[config.mk]
export PLATFORM = sky130hd
export DESIGN_NAME = uart_frame_ctrl
export DESIGN_NICKNAME = d
export VERILOG_FILES = /design/src/rtl/uart_frame_ctrl.sv
export SDC_FILE = /design/constraint.sdc
export NUM_CORES = 1
export LEC_CHECK = 0
export CAP_MARGIN = 30
export CORE_MARGIN = 2
export CORE_UTILIZATION = 50
export DETAILED_ROUTE_END_ITERATION = 6
export PLACE_DENSITY = 0.76
export SETUP_SLACK_MARGIN = 0.5
export SYNTH_ARGS = -nofsm -noshare
export SYNTH_HDL_FRONTEND = slang
export SYNTH_SLANG_ARGS = --single-unit
export TNS_END_PERCENT = 5
[constraint.sdc]
create_clock -name i_Clock -period 1.9 [get_ports i_Clock]
set_input_delay 0.285 -clock i_Clock [delete_from_list [all_inputs] [get_ports i_Clock]]
set_output_delay 0.285 -clock i_Clock [all_outputs]
set_load 0.1 [all_outputs]
[src/rtl/uart_frame_ctrl.sv]
// Frame controller behind the LED-panel UART receiver: hunts for a sync byte,
// streams payload bytes into the frame buffer, checks a mod-256 checksum and an inter-byte timeout.
module uart_frame_ctrl #(
  parameter int         CLKS_PER_BIT  = 217,
  parameter int         PAYLOAD_LEN   = 16,
  parameter logic [7:0] SYNC_BYTE     = 8'hA5,
  parameter int         TIMEOUT_BYTES = 4
) (
  input  logic                           i_Clock,
  input  logic                           i_Rst_L,
  input  logic                           i_RX_DV,
  input  logic [7:0]                     i_RX_Byte,
  output logic                           o_Wr_En,
  output logic [$clog2(PAYLOAD_LEN)-1:0] o_Wr_Addr,
  output logic [7:0]                     o_Wr_Data,
  output logic                           o_Frame_Valid,
  output logic                           o_Frame_Error,
  output logic [1:0]                     o_Err_Code,
  output logic                           o_Busy
);

  localparam int TIMEOUT_CLKS = CLKS_PER_BIT * 10 * TIMEOUT_BYTES;
  localparam int IDX_W        = $clog2(PAYLOAD_LEN);
  localparam int GAP_W        = $clog2(TIMEOUT_CLKS);

  localparam logic [IDX_W-1:0] IDX_LAST = IDX_W'(PAYLOAD_LEN - 1);
  localparam logic [GAP_W-1:0] GAP_LAST = GAP_W'(TIMEOUT_CLKS - 1);

  localparam logic [1:0] ERR_NONE     = 2'b00;
  localparam logic [1:0] ERR_CHECKSUM = 2'b01;
  localparam logic [1:0] ERR_TIMEOUT  = 2'b10;

  typedef enum logic [1:0] {
    HUNT     = 2'd0,
    PAYLOAD  = 2'd1,
    CHECKSUM = 2'd2
  } state_e;

  state_e           state_q, state_d;
  logic [IDX_W-1:0] idx_q, idx_d;
  logic [7:0]       sum_q, sum_d;
  logic [GAP_W-1:0] gap_q, gap_d;

  logic             wr_en_q, wr_en_d;
  logic [IDX_W-1:0] wr_addr_q, wr_addr_d;
  logic [7:0]       wr_data_q, wr_data_d;
  logic             frame_valid_q, frame_valid_d;
  logic             frame_error_q, frame_error_d;
  logic [1:0]       err_code_q, err_code_d;
  logic             busy_q, busy_d;

  logic             timeout_hit;
  logic             sum_match;

  // A byte arriving in the terminal cycle wins over the timeout.
  assign timeout_hit = (state_q != HUNT) && !i_RX_DV && (gap_q == GAP_LAST);
  assign sum_match   = (i_RX_Byte == sum_q);

  // NOTE: sequential state uses non-blocking assignments so every register
  // samples the pre-edge values, independent of process ordering.
  always_ff @(posedge i_Clock or negedge i_Rst_L) begin
    if (!i_Rst_L) begin
      state_q <= HUNT;
      idx_q   <= '0;
      sum_q   <= '0;
      gap_q   <= '0;
    end else begin
      state_q <= state_d;
      idx_q   <= idx_d;
      sum_q   <= sum_d;
      gap_q   <= gap_d;
    end
  end

  // NOTE: every signal gets a default before the case so no path leaves it
  // unassigned, which would otherwise infer a latch.
  always_comb begin
    state_d = state_q;
    idx_d   = idx_q;
    sum_d   = sum_q;
    gap_d   = '0;

    unique case (state_q)
      HUNT: begin
        if (i_RX_DV && (i_RX_Byte == SYNC_BYTE)) begin
          state_d = PAYLOAD;
          idx_d   = '0;
          sum_d   = '0;
        end
      end

      PAYLOAD: begin
        if (i_RX_DV) begin
          sum_d = sum_q + i_RX_Byte;
          idx_d = idx_q + IDX_W'(1);
          if (idx_q == IDX_LAST) begin
            state_d = CHECKSUM;
          end
        end else if (timeout_hit) begin
          state_d = HUNT;
        end else begin
          gap_d = gap_q + GAP_W'(1);
        end
      end

      CHECKSUM: begin
        if (i_RX_DV || timeout_hit) begin
          state_d = HUNT;
        end else begin
          gap_d = gap_q + GAP_W'(1);
        end
      end

      default: state_d = HUNT;
    endcase
  end

  // Output decode: next values for the registered outputs.
  always_comb begin
    wr_en_d       = 1'b0;
    wr_addr_d     = wr_addr_q;
    wr_data_d     = wr_data_q;
    frame_valid_d = 1'b0;
    frame_error_d = 1'b0;
    err_code_d    = err_code_q;
    busy_d        = (state_d != HUNT);

    if ((state_q == PAYLOAD) && i_RX_DV) begin
      wr_en_d   = 1'b1;
      wr_addr_d = idx_q;
      wr_data_d = i_RX_Byte;
    end

    if ((state_q == CHECKSUM) && i_RX_DV) begin
      if (sum_match) begin
        frame_valid_d = 1'b1;
      end else begin
        frame_error_d = 1'b1;
        err_code_d    = ERR_CHECKSUM;
      end
    end else if (timeout_hit) begin
      frame_error_d = 1'b1;
      err_code_d    = ERR_TIMEOUT;
    end
  end

  always_ff @(posedge i_Clock or negedge i_Rst_L) begin
    if (!i_Rst_L) begin
      wr_en_q       <= 1'b0;
      wr_addr_q     <= '0;
      wr_data_q     <= '0;
      frame_valid_q <= 1'b0;
      frame_error_q <= 1'b0;
      err_code_q    <= ERR_NONE;
      busy_q        <= 1'b0;
    end else begin
      wr_en_q       <= wr_en_d;
      wr_addr_q     <= wr_addr_d;
      wr_data_q     <= wr_data_d;
      frame_valid_q <= frame_valid_d;
      frame_error_q <= frame_error_d;
      err_code_q    <= err_code_d;
      busy_q        <= busy_d;
    end
  end

  assign o_Wr_En       = wr_en_q;
  assign o_Wr_Addr     = wr_addr_q;
  assign o_Wr_Data     = wr_data_q;
  assign o_Frame_Valid = frame_valid_q;
  assign o_Frame_Error = frame_error_q;
  assign o_Err_Code    = err_code_q;
  assign o_Busy        = busy_q;

endmodule
# Word-level counts from Yosys, hierarchy flattened
# Index checks and enable logic that the tools add are counted.
# Widths: inputs -> output; s select.
# word_totals
wordCells	62
out_inout_bits	18
register_bits	46
# op_classes
n_addsub	3
n_eq_ne	9
muxes	25
n_reduce_logical	14
# ops
cell	n
$mux 14	3
$pmux 14 s2	1
$mux 2	8
$mux 8	2
$pmux 8 s2	1
$add 14x1->14 const B	1
$eq 14x14->1 const B	1
$add 8x8->8	1
$eq 8x8->1	1
$eq 8x8->1 const B	1
$mux 4	2
$pmux 4 s2	1
$reduce_bool 2->1	4
$mux 1	6
$ne 2x2->1 const B	3
$pmux 2 s3	1
$logic_and 1x1->1	5
$add 4x1->4 const B	1
$eq 4x4->1 const B	1
$reduce_and 3->1	1
$eq 2x1->1 const B	1
$eq 2x2->1 const B	1
$logic_not 2->1	1
$reduce_and 2->1	1
other kinds (2)	2

# Depth between registers and ports, before layout
# Gate-level depths: netlist of run 1.
# logic_depth
word_depth	7
depth_mapped	8
mapped_depth_nobuf	7

# Worst setup path before layout of run 1
# No wires, ideal clock.
# synth_timing
kind	register to register
startpoint	reg state_q[0]
endpoint	reg gap_q[2]
t_arrival_ns	1.857
path_stages_with_launch	9
slack_ns	-0.076
cell_sequence	dfrtp_1 -> inv_1 -> ha_1 -> or4b_4 -> nor4_4 -> or3_1 -> buf_6 -> buf_6 -> nor2_1
# synth_between
elab_chain_len	6
word_cells_on_any_way	10
cone_classes	eq/ne (2); mux (4); reduce/logical (4)
# synth_rtl
element	line	source
start, declared	39	state_e state_q, state_d;
start signal, assigned	68	state_q <= state_d;
$reduce_bool 2->1	56	assign timeout_hit = (state_q != HUNT) && !i_RX_DV && (gap_q == GAP_LAST);
$logic_and 1x1->1 (2 in series)	56	
$mux 14 or $logic_or 1x1->1 (tied branches)	99, 107	
$mux 14, on equally long branches	93, 107	
$pmux 14 s2 (*)	83	unique case (state_q)
via gap_d[2]	42	logic [GAP_W-1:0] gap_q, gap_d;
end signal, assigned	71	gap_q <= gap_d;
end, declared	42	
# Mark *: on every way through the listed nets, which the timed path passes. The rest lies on a longest branch.
# A chain may end at the register's enable or synchronous reset.

# Worst setup path in the final report of run 1
# layout_timing
startpoint	reg state_q[0]
endpoint	reg busy_q (netlist: o_Busy)
# layout_between
elab_chain_len	7
word_cells_on_any_way	14
cone_classes	eq/ne (2); mux (6); reduce/logical (6)
# layout_rtl
element	line	source
$reduce_bool 2->1	56	
$logic_and 1x1->1 (2 in series)	56	
$mux 2 or $logic_or 1x1->1 (tied branches)	99, 107	
$mux 2, on equally long branches	93, 107	
$pmux 2 s3 (*)	83	
$reduce_bool 2->1 (*)	126	busy_d = (state_d != HUNT);
via busy_d	50	logic busy_q, busy_d;
end signal, assigned	163	busy_q <= busy_d;
end, declared	50	
# Marks and branches as above.

==> results.md, run 1 <==
| Group | Item | Reported |
|:---|:---|:---|
| status | Result of the run | finished with violations |
| status | Violations in the final reports | setup timing |
| synth | Share of synthesized flip-flops with an asynchronous set or reset | 100.0% |
| floorplanning | Total I/O pin count | 29 |
| critical path | Cells on worst reg2reg path | 7 |
| floorplanning | Chip height | 72.79 µm |
| power and ir drop | Reported leakage power | 1.568 nW |
| drt | DR vias | 1,851 |
| critical path | Worst EP required | 2080 ps |
| drt | Routed vias/inst | 5.444 |
| synth | Post-synthesis share of cell area spent on xor and xnor gates | 6.293% |
| critical path | Cell-by-cell listing of the critical path | inv_2 > ha_4 > or4b_4 > nor4_4 > o22ai_1 > a22oi_2 > o22ai_1 |
| drt | DR iter-0 viols | 42 |
| synth | Proportion of synthesized chip area in sequential cells | 48.65% |
| synth | Number of synthesized flops with an enable pin | 0 |
| critical path | Endpoint class of the critical path | flip-flop |
| synth | Mux share of post-synthesis cell area | 6.610% |
| synth | Adder-Cell Fraction of Synth Area | 7.721% |
| placement | Instance area after placement | 0.002885 mm² |
| final layout | Final antenna diode count | 0 |
| critical path | Slowest CP cell | sky130_fd_sc_hd__or4b_4 |
| floorplanning | Die area | 0.005298 mm² |
| timing | Final critical-path setup slack | -56.48 ps |
| power and ir drop | Switching power summed over all nets | 1.276 mW |
| timing | Max Slew Vio Count | 0 |
| clocking | Number of buffers added by the clock tree synthesis step | 5 |
| power and ir drop | Share of total power in the clock network | 22.4% |
| timing | Worst relative slew slack | 61.90% |
| critical path | Critical Path AT | 2140 ps |
| placement | Weighted congestion at the end of routability-driven global placement | 0.8777 |
| synth | Simple-Gate Fraction of Synth Area | 17.45% |
| timing | Final setup violation count | 17 |
| final layout | Layout net count | 310 |
| synth | Post-Synthesis Net Count | 243 |
| power and ir drop | Worst IR Drop VDD | 1172 µV |
| drt | Total wire length | 5.116 mm |
| synth | Combinational family with the most area after synthesis | simple AND/OR/NAND/NOR gates |
| floorplanning | Core Area | 0.004629 mm² |
| synth | Synth Instances | 218 |
| timing | Final hold violation count | 0 |
| synth | Mean post-synth cell area | 10.85 µm² |
| clocking | H-tree level count | 2 |
| power and ir drop | PwrDens | 994.8 mW/mm² |
| timing | Setup repair after global routing missed its margin | yes |
| synth | Post-synthesis cell type count | 43 |
| power and ir drop | Share of total power in sequential cells | 36.4% |
| synth | Post-synthesis compound-gate area fraction | 10.10% |
| critical path | Setup slack, reg-to-reg | -60 ps |
| critical path | Crit-path most repeated cell | sky130_fd_sc_hd__o22ai_1 |
| placement | Placed wire-length estimate after detailed placement | 3.571 mm |
| final layout | Synthesis-to-layout area growth | 33.79% |
| global route | All-Layer GR Usage | 20.71% |
| final layout | Post-layout instance area | 0.003166 mm² |
| timing | Fin Clk Skew | 4.764 ps |
| synth | Largest area contributor in the synthesized netlist | sky130_fd_sc_hd__dfrtp_1 |
| synth | Top post-synthesis cells by area | sky130_fd_sc_hd__dfrtp_1, sky130_fd_sc_hd__ha_1, sky130_fd_sc_hd__mux2_2, sky130_fd_sc_hd__xor2_1, sky130_fd_sc_hd__nor2_1 |
| clocking | Maximum root-to-sink buffer count | 2 |
| global route | Maximum number of pins on one net before global-route repair | 47 |
| global route | Number of global-route vias before repair | 1,842 |
| power and ir drop | Power share of the combinational group | 41.2% |
| drt | DR WL/cell | 15.05 µm |
| clocking | Clock-pin transition on the worst setup and hold timing paths | 80 ps |
| clocking | Sinks on Clock Net | 46 |
| timing | Maximum clock frequency | 511.1 MHz |
| global route | Global-route wire length before repair | 8.376 mm |
| synth | Count of yosys warnings during synthesis | 0 |
| critical path | Largest fanout on the critical path | 4 |
| min path | Worst hold path type | primary input to async pin |
| drt | Post-route antenna net violation count | 0 |
| critical path | Category of the most critical setup path | flip-flop to flip-flop |
| power and ir drop | Fraction of power spent switching nets | 40.53% |
| placement | DP Worst Slack | -405.4 ps |
| timing | Fin crit share | 103.0% |
| final layout | Fraction of final layout cells with drive strength greater than 1 | 35.66% |
| synth | Main synth FF type | sky130_fd_sc_hd__dfrtp_1 |
| critical path | Startpoint type of the worst setup path | flip-flop |
| clocking | Root cell of the clock tree | sky130_fd_sc_hd__clkbuf_8 |
| drt | Drt first pass iters | 6 |
| clocking | Clock insertion delay at the later pin of the skew report | 300 ps |
| floorplanning | Die width | 72.79 µm |
| critical path | Delay contributed by the slowest stage of the critical path | 490 ps |
| synth | Post-synthesis instance area | 0.002366 mm² |
| floorplanning | Effective utilization at floorplan | 51.11% |
| flow run | Max cap viols | 0 |
| power and ir drop | Internal Dissipation | 1.873 mW |
| timing | Final Critical Period | 1956 ps |
| placement | Port bufs | 28 |
| clocking | TritonCTS clock tree | built |
| global route | Overflow left after global routing | 0 |
| synth | Yosys top cell area share | 48.65% |
| floorplanning | Row count | 25 |
| synth | FF+latch count, synth | 46 |
| timing | Actual slew at the worst max-slew pin | 571.5 ps |
| drt | Residual DRC | 0 |
| global route | Antenna violations before repair | 0 |
==> power by group through the flow <==
stage               combinational (mW)  sequential (mW)  clock, mW
floorplan                        0.280             1.75          0
global placement                  1.20             1.16          0
detailed placement                1.22             1.16          0
CTS                               1.26             1.15      0.728
global route                      1.36             1.16      0.758
finish                            1.30             1.15      0.706
==> cell usage after synthesis (2+ instances only) <==
master,n
sky130_fd_sc_hd__dfrtp_1,46
sky130_fd_sc_hd__nor2_1,22
sky130_fd_sc_hd__nand2_1,18
sky130_fd_sc_hd__ha_1,13
sky130_fd_sc_hd__mux2_2,13
sky130_fd_sc_hd__nand3_1,12
sky130_fd_sc_hd__o21ai_0,10
sky130_fd_sc_hd__xor2_1,10
sky130_fd_sc_hd__inv_1,9
sky130_fd_sc_hd__xnor2_1,7
sky130_fd_sc_hd__and3_1,6
sky130_fd_sc_hd__a21oi_1,5
sky130_fd_sc_hd__a22o_1,4
sky130_fd_sc_hd__nor3_1,4
sky130_fd_sc_hd__a21o_1,3
sky130_fd_sc_hd__buf_6,3
sky130_fd_sc_hd__and4_1,2
sky130_fd_sc_hd__nor4bb_1,2
sky130_fd_sc_hd__o211ai_1,2
sky130_fd_sc_hd__o22ai_1,2
sky130_fd_sc_hd__or2_2,2
sky130_fd_sc_hd__or3_1,2
==> logic make-up after synthesis <==
group,Yosys count
simple gates,78
flops,46
compound gates,35
xor+xnor,17
buf+inv,14
mux,14
fa+ha+maj,14
==> stage by stage <==
stage | total power, mW | hold slack [ps] | setup TNS [ps] | std cells | util, %
global route | 3.274 | 115.4 | -2516 | 340 | 68.38
floorplan | 2.029 | -10.59 | -775.9 | 218 | -
detailed placement | 2.378 | 408.3 | -9096 | 328 | 62.32
finish | 3.149 | 67.61 | -233.3 | 340 | 68.38
CTS | 3.134 | 84.58 | -262.4 | 340 | 66.51
global placement | 2.353 | 411.8 | -9001 | 328 | 62.32
==> critical path: cells and delay by family (launching register included) <==
kind                       cells  cell delay [ps]
AOI/OAI and AO/OA              3              440
adders and majority gates      1              150
buffers and inverters          1               60
DFF                            1              380
and+or+nand+nor                2              810
==> registers in the layout, indices dropped and copies added, names as in the netlist <==
register       cells
idx_q              4
sum_q              8
o_Wr_Data          8
o_Busy             1
gap_q             14
o_Err_Code         2
o_Frame_Error      1
o_Wr_En            1
state_q            2
o_Wr_Addr          4
o_Frame_Valid      1
==> final timing paths <==
| check | end | start |
|---|---|---|
| worst max-delay path | o_Busy | state_q[0] |
| worst min-delay path | gap_q[11] | i_Rst_L |
| worst max register to register | o_Busy | state_q[0] |
| worst min register to register | o_Err_Code[0] | o_Err_Code[0] |
| max in group asynchronous | idx_q[3] | i_Rst_L |
| min in group i_Clock | o_Wr_Data[0] | i_RX_Byte[0] |
==> repair_timing <==
item | 4_1_cts | 5_1_grt
endpoints found under the setup margin | 45 | 45
hold buffers | 0 | 0
setup buffers | 4 | 0
pin swaps | 5 | 11
resized for setup | 14 | 22
==> layout by cell type (no fill, tap or decap), drive strengths merged, types with 2 or more instances in the layout <==
cell            n
buf            56
dfrtp          46
nor2           22
nand2          18
mux2           13
ha             13
nand3          12
xor2           10
o21ai          10
inv             9
xnor2           7
and3            6
dlymetal6s2s    6
clkbuf          5
a21oi           5
a22o            4
nor3            4
a21o            3
clkdlybuf4s50   3
nor4            2
or3             2
and4            2
o22ai           2
a22oi           2
or2             2
o211ai          2
clkinv          2
nor4bb          2
==> final cells by class <==
cell class | instances | area (µm²)
fillers | 348 | 1464
multi-input cells | 158 | 1249
flip-flops and latches | 46 | 1151
repair buffers | 65 | 555.5
clock buffers | 5 | 68.82
well taps | 54 | 67.56
clock inverters | 3 | 40.04
inverters | 9 | 33.78
==> layer usage <==
layer | global-route usage (%) | vias up | share of wire [%] | routed length [µm]
li1 | - | 904 | - | -
met2 | 35.96 | 34 | 52 | 2637
met5 | 0 | - | 0 | 0
met3 | 4.696 | 10 | 3.5 | 180
met1 | 25.14 | 903 | 43 | 2213
met4 | 7.613 | 0 | 1.7 | 85
Power figures use the tool's default switching activity.
==> run 2: changes to the inputs <==
--- a/config.mk
+++ b/config.mk
@@ -6,7 +6,6 @@
 export NUM_CORES = 1
 export LEC_CHECK = 0
 export CAP_MARGIN = 30
-export CORE_MARGIN = 2
 export CORE_UTILIZATION = 50
 export DETAILED_ROUTE_END_ITERATION = 6
 export PLACE_DENSITY = 0.76
==> results.md, run 2 (synthesis gave the netlist of run 1 again) <==
| Group | Item | Reported |
|:---|:---|:---|
| floorplanning | Core Area | 0.004444 mm² |
| critical path | Endpoint class of the critical path | flip-flop |
| timing | Worst relative slew slack | 66.58% |
| flow run | Max cap viols | 0 |
| critical path | Category of the most critical setup path | flip-flop to flip-flop |
| critical path | Cells on worst reg2reg path | 7 |
| final layout | Synthesis-to-layout area growth | 37.86% |
| timing | Fin crit share | 104.5% |
| drt | DR iter-0 viols | 119 |
| drt | Residual DRC | 0 |
| clocking | H-tree level count | 2 |
| final layout | Most common library cell in the layout ignoring fill and taps | sky130_fd_sc_hd__buf_4 |
| global route | Global-route wire length before repair | 8.500 mm |
| placement | Instance area after placement | 0.002935 mm² |
| placement | DP Worst Slack | -369.0 ps |
| floorplanning | Die width | 70.79 µm |
| global route | Overflow left after global routing | 0 |
| timing | Max Slew Vio Count | 0 |
| drt | Post-route antenna net violation count | 0 |
| floorplanning | Total I/O pin count | 29 |
| final layout | Max reg flops | 14 |
| timing | Final setup violation count | 18 |
| drt | DR vias | 1,891 |
| placement | Port bufs | 28 |
| critical path | Largest fanout on the critical path | 4 |
| global route | Antenna violations before repair | 0 |
| floorplanning | Row count | 24 |
| drt | Routed vias/inst | 5.497 |
| final layout | Layout net count | 316 |
| final layout | Area taken by multi-input logic gates | 0.001338 mm² |
| power and ir drop | PwrDens | 961.2 mW/mm² |
| final layout | Fraction of final layout cells with drive strength greater than 1 | 37.33% |
| critical path | Critical Path Sink | o_Busy |
| final layout | Post-layout instance area | 0.003262 mm² |
| clocking | Clock-pin transition on the worst setup and hold timing paths | 80 ps |
| floorplanning | Chip height | 70.79 µm |
| global route | Number of global-route vias before repair | 1,841 |
| clocking | Root cell of the clock tree | sky130_fd_sc_hd__clkbuf_8 |
| critical path | Worst reg2reg endpoint | o_Busy |
| min path | Worst hold path type | primary input to flip-flop |
| timing | Fin Clk Skew | 4.481 ps |
| final layout | Post-route insts no fill | 344 |
| clocking | Number of buffers added by the clock tree synthesis step | 5 |
| clocking | Clock insertion delay at the later pin of the skew report | 300 ps |
| final layout | Final antenna diode count | 0 |
| drt | Total wire length | 5.190 mm |
| final layout | Commonest cells after routing, fill and taps aside | sky130_fd_sc_hd__buf_4, sky130_fd_sc_hd__dfrtp_1, sky130_fd_sc_hd__nor2_1 |
| critical path | Setup slack, reg-to-reg | -90 ps |
| drt | Drt first pass iters | 6 |
| critical path | Critical Path AT | 2170 ps |
| critical path | Startpoint type of the worst setup path | flip-flop |
| clocking | Sinks on Clock Net | 46 |
| floorplanning | Die area | 0.005011 mm² |
| critical path | Worst EP required | 2080 ps |
| clocking | TritonCTS clock tree | built |
| status | Violations in the final reports | setup timing |
| power and ir drop | Worst IR Drop VDD | 1165 µV |
| status | Result of the run | finished with violations |
| placement | Weighted congestion at the end of routability-driven global placement | 0.8502 |
| timing | Total negative setup slack | -933.5 ps |
| global route | Maximum number of pins on one net before global-route repair | 24 |
| timing | Final critical-path setup slack | -86.41 ps |
| final layout | Register area | 0.001152 mm² |
| global route | All-Layer GR Usage | 21.80% |
| timing | Worst hold margin | 412.6 ps |
| power and ir drop | Reported leakage power | 1.607 nW |
| timing | Actual slew at the worst max-slew pin | 501.3 ps |
| critical path | Origin of the worst setup path | state_q[1] |
| drt | DR WL/cell | 15.09 µm |
| timing | Setup repair after global routing missed its margin | yes |
| power and ir drop | Power Total | 3.135 mW |
| timing | Maximum clock frequency | 503.4 MHz |
| timing | Final Critical Period | 1986 ps |
| floorplanning | Effective utilization at floorplan | 53.24% |
| critical path | R2R Path Start | state_q[1] |
| final layout | Register containing the most flip-flops in the final layout | gap_q |
| timing | Final hold violation count | 0 |
| placement | Number of cells in the design after placement | 333 |
| final layout | Final core utilization | 73.40% |
| clocking | Maximum root-to-sink buffer count | 2 |
| final layout | Count of filler cells inserted in the layout | 302 |
| placement | Placed wire-length estimate after detailed placement | 3.548 mm |
==> run 2: final cells by class <==
type | instances | area share (%)
Multi-Input combinational cell | 158 | 41.00
Clock buffer | 6 | 2.532
Sequential cell | 46 | 35.33
Inverter | 9 | 1.036
Timing Repair Buffer | 71 | 17.72
Clock inverter | 2 | 0.3836
Tap cell | 52 | 1.995
==> run 2: worst min path at each step <==
stage,endpoint,depth (start not counted),start,slack [ps]
finish,o_Wr_Data[5],2,i_RX_Byte[5],410
global route,o_Wr_Data[5],2,i_RX_Byte[5],440
CTS,o_Wr_Data[0],2,i_RX_Byte[0],390
detailed placement,gap_q[5],1,i_Rst_L,290
global placement,gap_q[5],1,i_Rst_L,290
floorplan,gap_q[0],0,i_Rst_L,-10
==> run 2: timing repair <==
action / CTS / global route
hold buffers: 1 / 0
cloned: 0 / 0
hold endpoints to repair: 21 / 0
gates resized for setup: 46 / 9
endpoints found under the setup margin: 45 / 45
pin swaps: 22 / 12
buffers inserted: 1 / 1
==> run 2: power breakdown <==
part	switching (mW)	leakage, nW	internal (mW)
Clock	0.325	0.0472	0.292
Combinational	0.908	0.930	0.455
Sequential	0.0697	0.630	1.08
Total	1.30	1.61	1.83
==> run 2: layer usage <==
layer / track usage [%] / routed length (µm)
met2: 36.54 / 2618
met3: 4.131 / 187
met1: 28.79 / 2299
met4: 6.889 / 84
met5: 0 / 0
==> run 2: critical path, cell delays in order, from the launching register on <==
cell	delay, ps
sky130_fd_sc_hd__dfrtp_1	390
sky130_fd_sc_hd__inv_2	70
sky130_fd_sc_hd__ha_4	160
sky130_fd_sc_hd__or4b_4	490
sky130_fd_sc_hd__nor4_4	340
sky130_fd_sc_hd__o22ai_1	130
sky130_fd_sc_hd__a22oi_2	200
sky130_fd_sc_hd__o22ai_1	100
==> run 3: changes to the inputs <==
--- a/config.mk
+++ b/config.mk
@@ -5,10 +5,11 @@
 export SDC_FILE = /design/constraint.sdc
 export NUM_CORES = 1
 export LEC_CHECK = 0
+export ABC_AREA = 1
 export CAP_MARGIN = 30
 export CORE_UTILIZATION = 50
 export DETAILED_ROUTE_END_ITERATION = 6
-export PLACE_DENSITY = 0.76
+export PLACE_DENSITY = 0.75
 export SETUP_SLACK_MARGIN = 0.5
 export SYNTH_ARGS = -nofsm -noshare
 export SYNTH_HDL_FRONTEND = slang
==> results.md, run 3 <==
| Group | Item | Reported |
|:---|:---|:---|
| synth | Most frequent cells after synthesis | sky130_fd_sc_hd__nand2_1, sky130_fd_sc_hd__dfrtp_1, sky130_fd_sc_hd__inv_1 |
| placement | Placed wire-length estimate after detailed placement | 3.599 mm |
| floorplanning | Core Area | 0.004755 mm² |
| timing | Fin crit share | 80.20% |
| flow run | Max cap viols | 0 |
| global route | Number of global-route vias before repair | 1,924 |
| clocking | Root cell of the clock tree | sky130_fd_sc_hd__clkbuf_8 |
| status | Result of the run | completed |
| critical path | Critical Path Sink | o_Busy |
| clocking | Sinks on Clock Net | 46 |
| synth | Mean post-synth cell area | 8.370 µm² |
| min path | Worst hold path type | primary input to async pin |
| final layout | Max reg flops | 14 |
| floorplanning | Row count | 25 |
| timing | Setup repair after global routing missed its margin | yes |
| drt | Residual DRC | 0 |
| synth | Main synth FF type | sky130_fd_sc_hd__dfrtp_1 |
| drt | DR WL/cell | 12.57 µm |
| critical path | Category of the most critical setup path | flip-flop to flip-flop |
| synth | Largest area contributor in the synthesized netlist | sky130_fd_sc_hd__dfrtp_1 |
| final layout | Fraction of final layout cells with drive strength greater than 1 | 28.65% |
| placement | Weighted congestion at the end of routability-driven global placement | 0.8857 |
| critical path | Worst reg2reg endpoint | o_Busy |
| floorplanning | Effective utilization at floorplan | 52.11% |
| timing | Worst relative slew slack | 61.65% |
| power and ir drop | Reported leakage power | 1.572 nW |
| clocking | Number of buffers added to fix hold violations after cts | 0 |
| critical path | Startpoint type of the worst setup path | flip-flop |
| critical path | Largest fanout on the critical path | 3 |
| placement | Port bufs | 28 |
| drt | Drt first pass iters | 4 |
| global route | Global-route wire length before repair | 8.694 mm |
| synth | Top post-synthesis cells by area | sky130_fd_sc_hd__dfrtp_1, sky130_fd_sc_hd__nand2_1, sky130_fd_sc_hd__ha_1, sky130_fd_sc_hd__inv_1, sky130_fd_sc_hd__nor2_1 |
| timing | Final Critical Period | 1524 ps |
| final layout | Most common library cell in the layout ignoring fill and taps | sky130_fd_sc_hd__nand2_1 |
| critical path | R2R Path Start | state_q[1] |
| drt | Routed vias/inst | 4.882 |
| synth | FF+latch count, synth | 46 |
| timing | Max Slew Vio Count | 0 |
| timing | Actual slew at the worst max-slew pin | 575.3 ps |
| critical path | Cells on worst reg2reg path | 12 |
| drt | Total wire length | 5.228 mm |
| drt | Post-route antenna net violation count | 0 |
| clocking | Clock-pin transition on the worst setup and hold timing paths | 90 ps |
| critical path | Critical Path AT | 1710 ps |
| power and ir drop | Power Total | 3.698 mW |
| clocking | Number of buffers added by the clock tree synthesis step | 5 |
| drt | DR vias | 2,031 |
| global route | Overflow left after global routing | 0 |
| drt | DR iter-0 viols | 138 |
| clocking | TritonCTS clock tree | built |
| clocking | Clock insertion delay at the later pin of the skew report | 300 ps |
| synth | Yosys top cell area share | 46.46% |
| clocking | H-tree level count | 2 |
| timing | Maximum clock frequency | 656.3 MHz |
| power and ir drop | PwrDens | 1148 mW/mm² |
| synth | Post-synthesis cell type count | 30 |
| final layout | Synthesis-to-layout area growth | 30.00% |
| timing | Final hold violation count | 0 |
| synth | Count of yosys warnings during synthesis | 0 |
| critical path | Origin of the worst setup path | state_q[1] |
| final layout | Register containing the most flip-flops in the final layout | gap_q |
| synth | Number of synthesized flops with an enable pin | 0 |
| synth | Top-count cell post-synth | sky130_fd_sc_hd__nand2_1 |
| floorplanning | Chip height | 72.39 µm |
| timing | Total negative setup slack | 0 ps |
| critical path | Endpoint class of the critical path | flip-flop |
| synth | Proportion of synthesized chip area in sequential cells | 46.46% |
| synth | Synth Instances | 296 |
| global route | Antenna violations before repair | 0 |
| floorplanning | Total I/O pin count | 29 |
| clocking | Maximum root-to-sink buffer count | 2 |
| synth | Post-synthesis instance area | 0.002477 mm² |
| final layout | Commonest cells after routing, fill and taps aside | sky130_fd_sc_hd__nand2_1, sky130_fd_sc_hd__dfrtp_1, sky130_fd_sc_hd__buf_4 |
| synth | Share of synthesized flip-flops with an asynchronous set or reset | 100.0% |
| global route | All-Layer GR Usage | 21.70% |
| final layout | Final antenna diode count | 0 |
| floorplanning | Die area | 0.005240 mm² |
| global route | Maximum number of pins on one net before global-route repair | 47 |
| synth | Post-Synthesis Net Count | 321 |
| timing | Final setup violation count | 0 |
| floorplanning | Die width | 72.39 µm |
| critical path | Setup slack, reg-to-reg | 380 ps |
| timing | Fin Clk Skew | 8.624 ps |
| power and ir drop | Worst IR Drop VDD | 801.7 µV |
| critical path | Worst EP required | 2090 ps |
| final layout | Layout net count | 373 |
## run 3: cell types whose count changed after synthesis, sizes merged, moves of 6 or more
cell   before  now
a21oi       5   12
inv         9   38
and3        6    0
nand2      18   89
o21ai      10   19
nor2       22   31
mux2       13    0
## run 3: logic make-up after synthesis
kind of cell,share of synthesized area (%)
AO/OA/AOI/OAI,7.424
AND/OR/NAND/NOR,27.98
XOR/XNOR,3.889
flip-flops,46.46
buffers and inverters,6.869
adder cells (fa/ha/maj),7.374
## run 3: stage by stage
stage | utilization [%] | area, µm² | worst slack (ps) | hold WS [ps] | instances
final | 67.74 | 3221 | 376.3 | 65.42 | 416
after global routing | 67.74 | 3221 | 278.4 | 126.9 | 416
after CTS | 66.21 | 3148 | 381.8 | 84.52 | 412
after detailed placement | 60.61 | 2882 | 0.7057 | 413.6 | 397
after global placement | 60.61 | 2882 | 37.71 | 414.6 | 397
after floorplan | - | 2520 | 495.0 | -10.59 | 296
## run 3: area by class of cell
type | instances | area [µm²]
clock buffers | 6 | 82.58
clock inverters | 2 | 60.06
fillers | 396 | 1534
inverters | 38 | 150.1
multi-input cells | 208 | 1309
flip-flops and latches | 46 | 1151
well taps | 67 | 83.83
repair buffers | 49 | 384.1
## run 3: worst min path at each step
| stage | from | end | slack (ps) | depth (start not counted) |
|---|---|---|---|---|
| after global routing | i_Rst_L | o_Wr_Data[4] | 130 | 2 |
| after detailed placement | i_Rst_L | o_Wr_Data[2] | 410 | 2 |
| after CTS | i_Rst_L | o_Wr_Data[4] | 80 | 2 |
| after global placement | i_Rst_L | o_Wr_En | 410 | 2 |
| final | i_Rst_L | o_Wr_Data[6] | 70 | 2 |
| after floorplan | i_Rst_L | gap_q[0] | -10 | 0 |
## run 3: routing by layer
metal | vias up | wire length (µm) | GRT usage [%]
li1 | 1036 | - | -
met1 | 952 | 2503 | 31.02
met2 | 37 | 2490 | 33.75
met3 | 6 | 177 | 4.306
met4 | 0 | 57 | 5.882
met5 | - | 0 | 0
## run 3: power breakdown
part / internal [mW] / total, mW / leakage [nW] / switching, mW
registers: 1.14 / 1.26 / 0.619 / 0.114
clock network: 0.561 / 0.895 / 0.0714 / 0.334
logic: 0.401 / 1.55 / 0.882 / 1.15
total: 2.10 / 3.70 / 1.57 / 1.59
## run 3: what timing repair did
action,in CTS,in global routing
pin swaps,5,8
hold endpoints to repair,0,0
cloned,0,0
buffers inserted,7,4
resized for setup,23,11
setup endpoints to repair,32,34
## run 3: worst max-delay path, cell delays in order, from the launching register on
cell and delay, ps:
sky130_fd_sc_hd__dfrtp_1 390, sky130_fd_sc_hd__inv_2 70, sky130_fd_sc_hd__ha_4 150, sky130_fd_sc_hd__nor2_1 90
sky130_fd_sc_hd__nand2_1 80, sky130_fd_sc_hd__nor2_2 110, sky130_fd_sc_hd__nand2_2 90, sky130_fd_sc_hd__nand2_2 100
sky130_fd_sc_hd__nand2_1 60, sky130_fd_sc_hd__nand2_1 50, sky130_fd_sc_hd__nand2_1 60, sky130_fd_sc_hd__nand2_1 90
sky130_fd_sc_hd__nand2_1 60
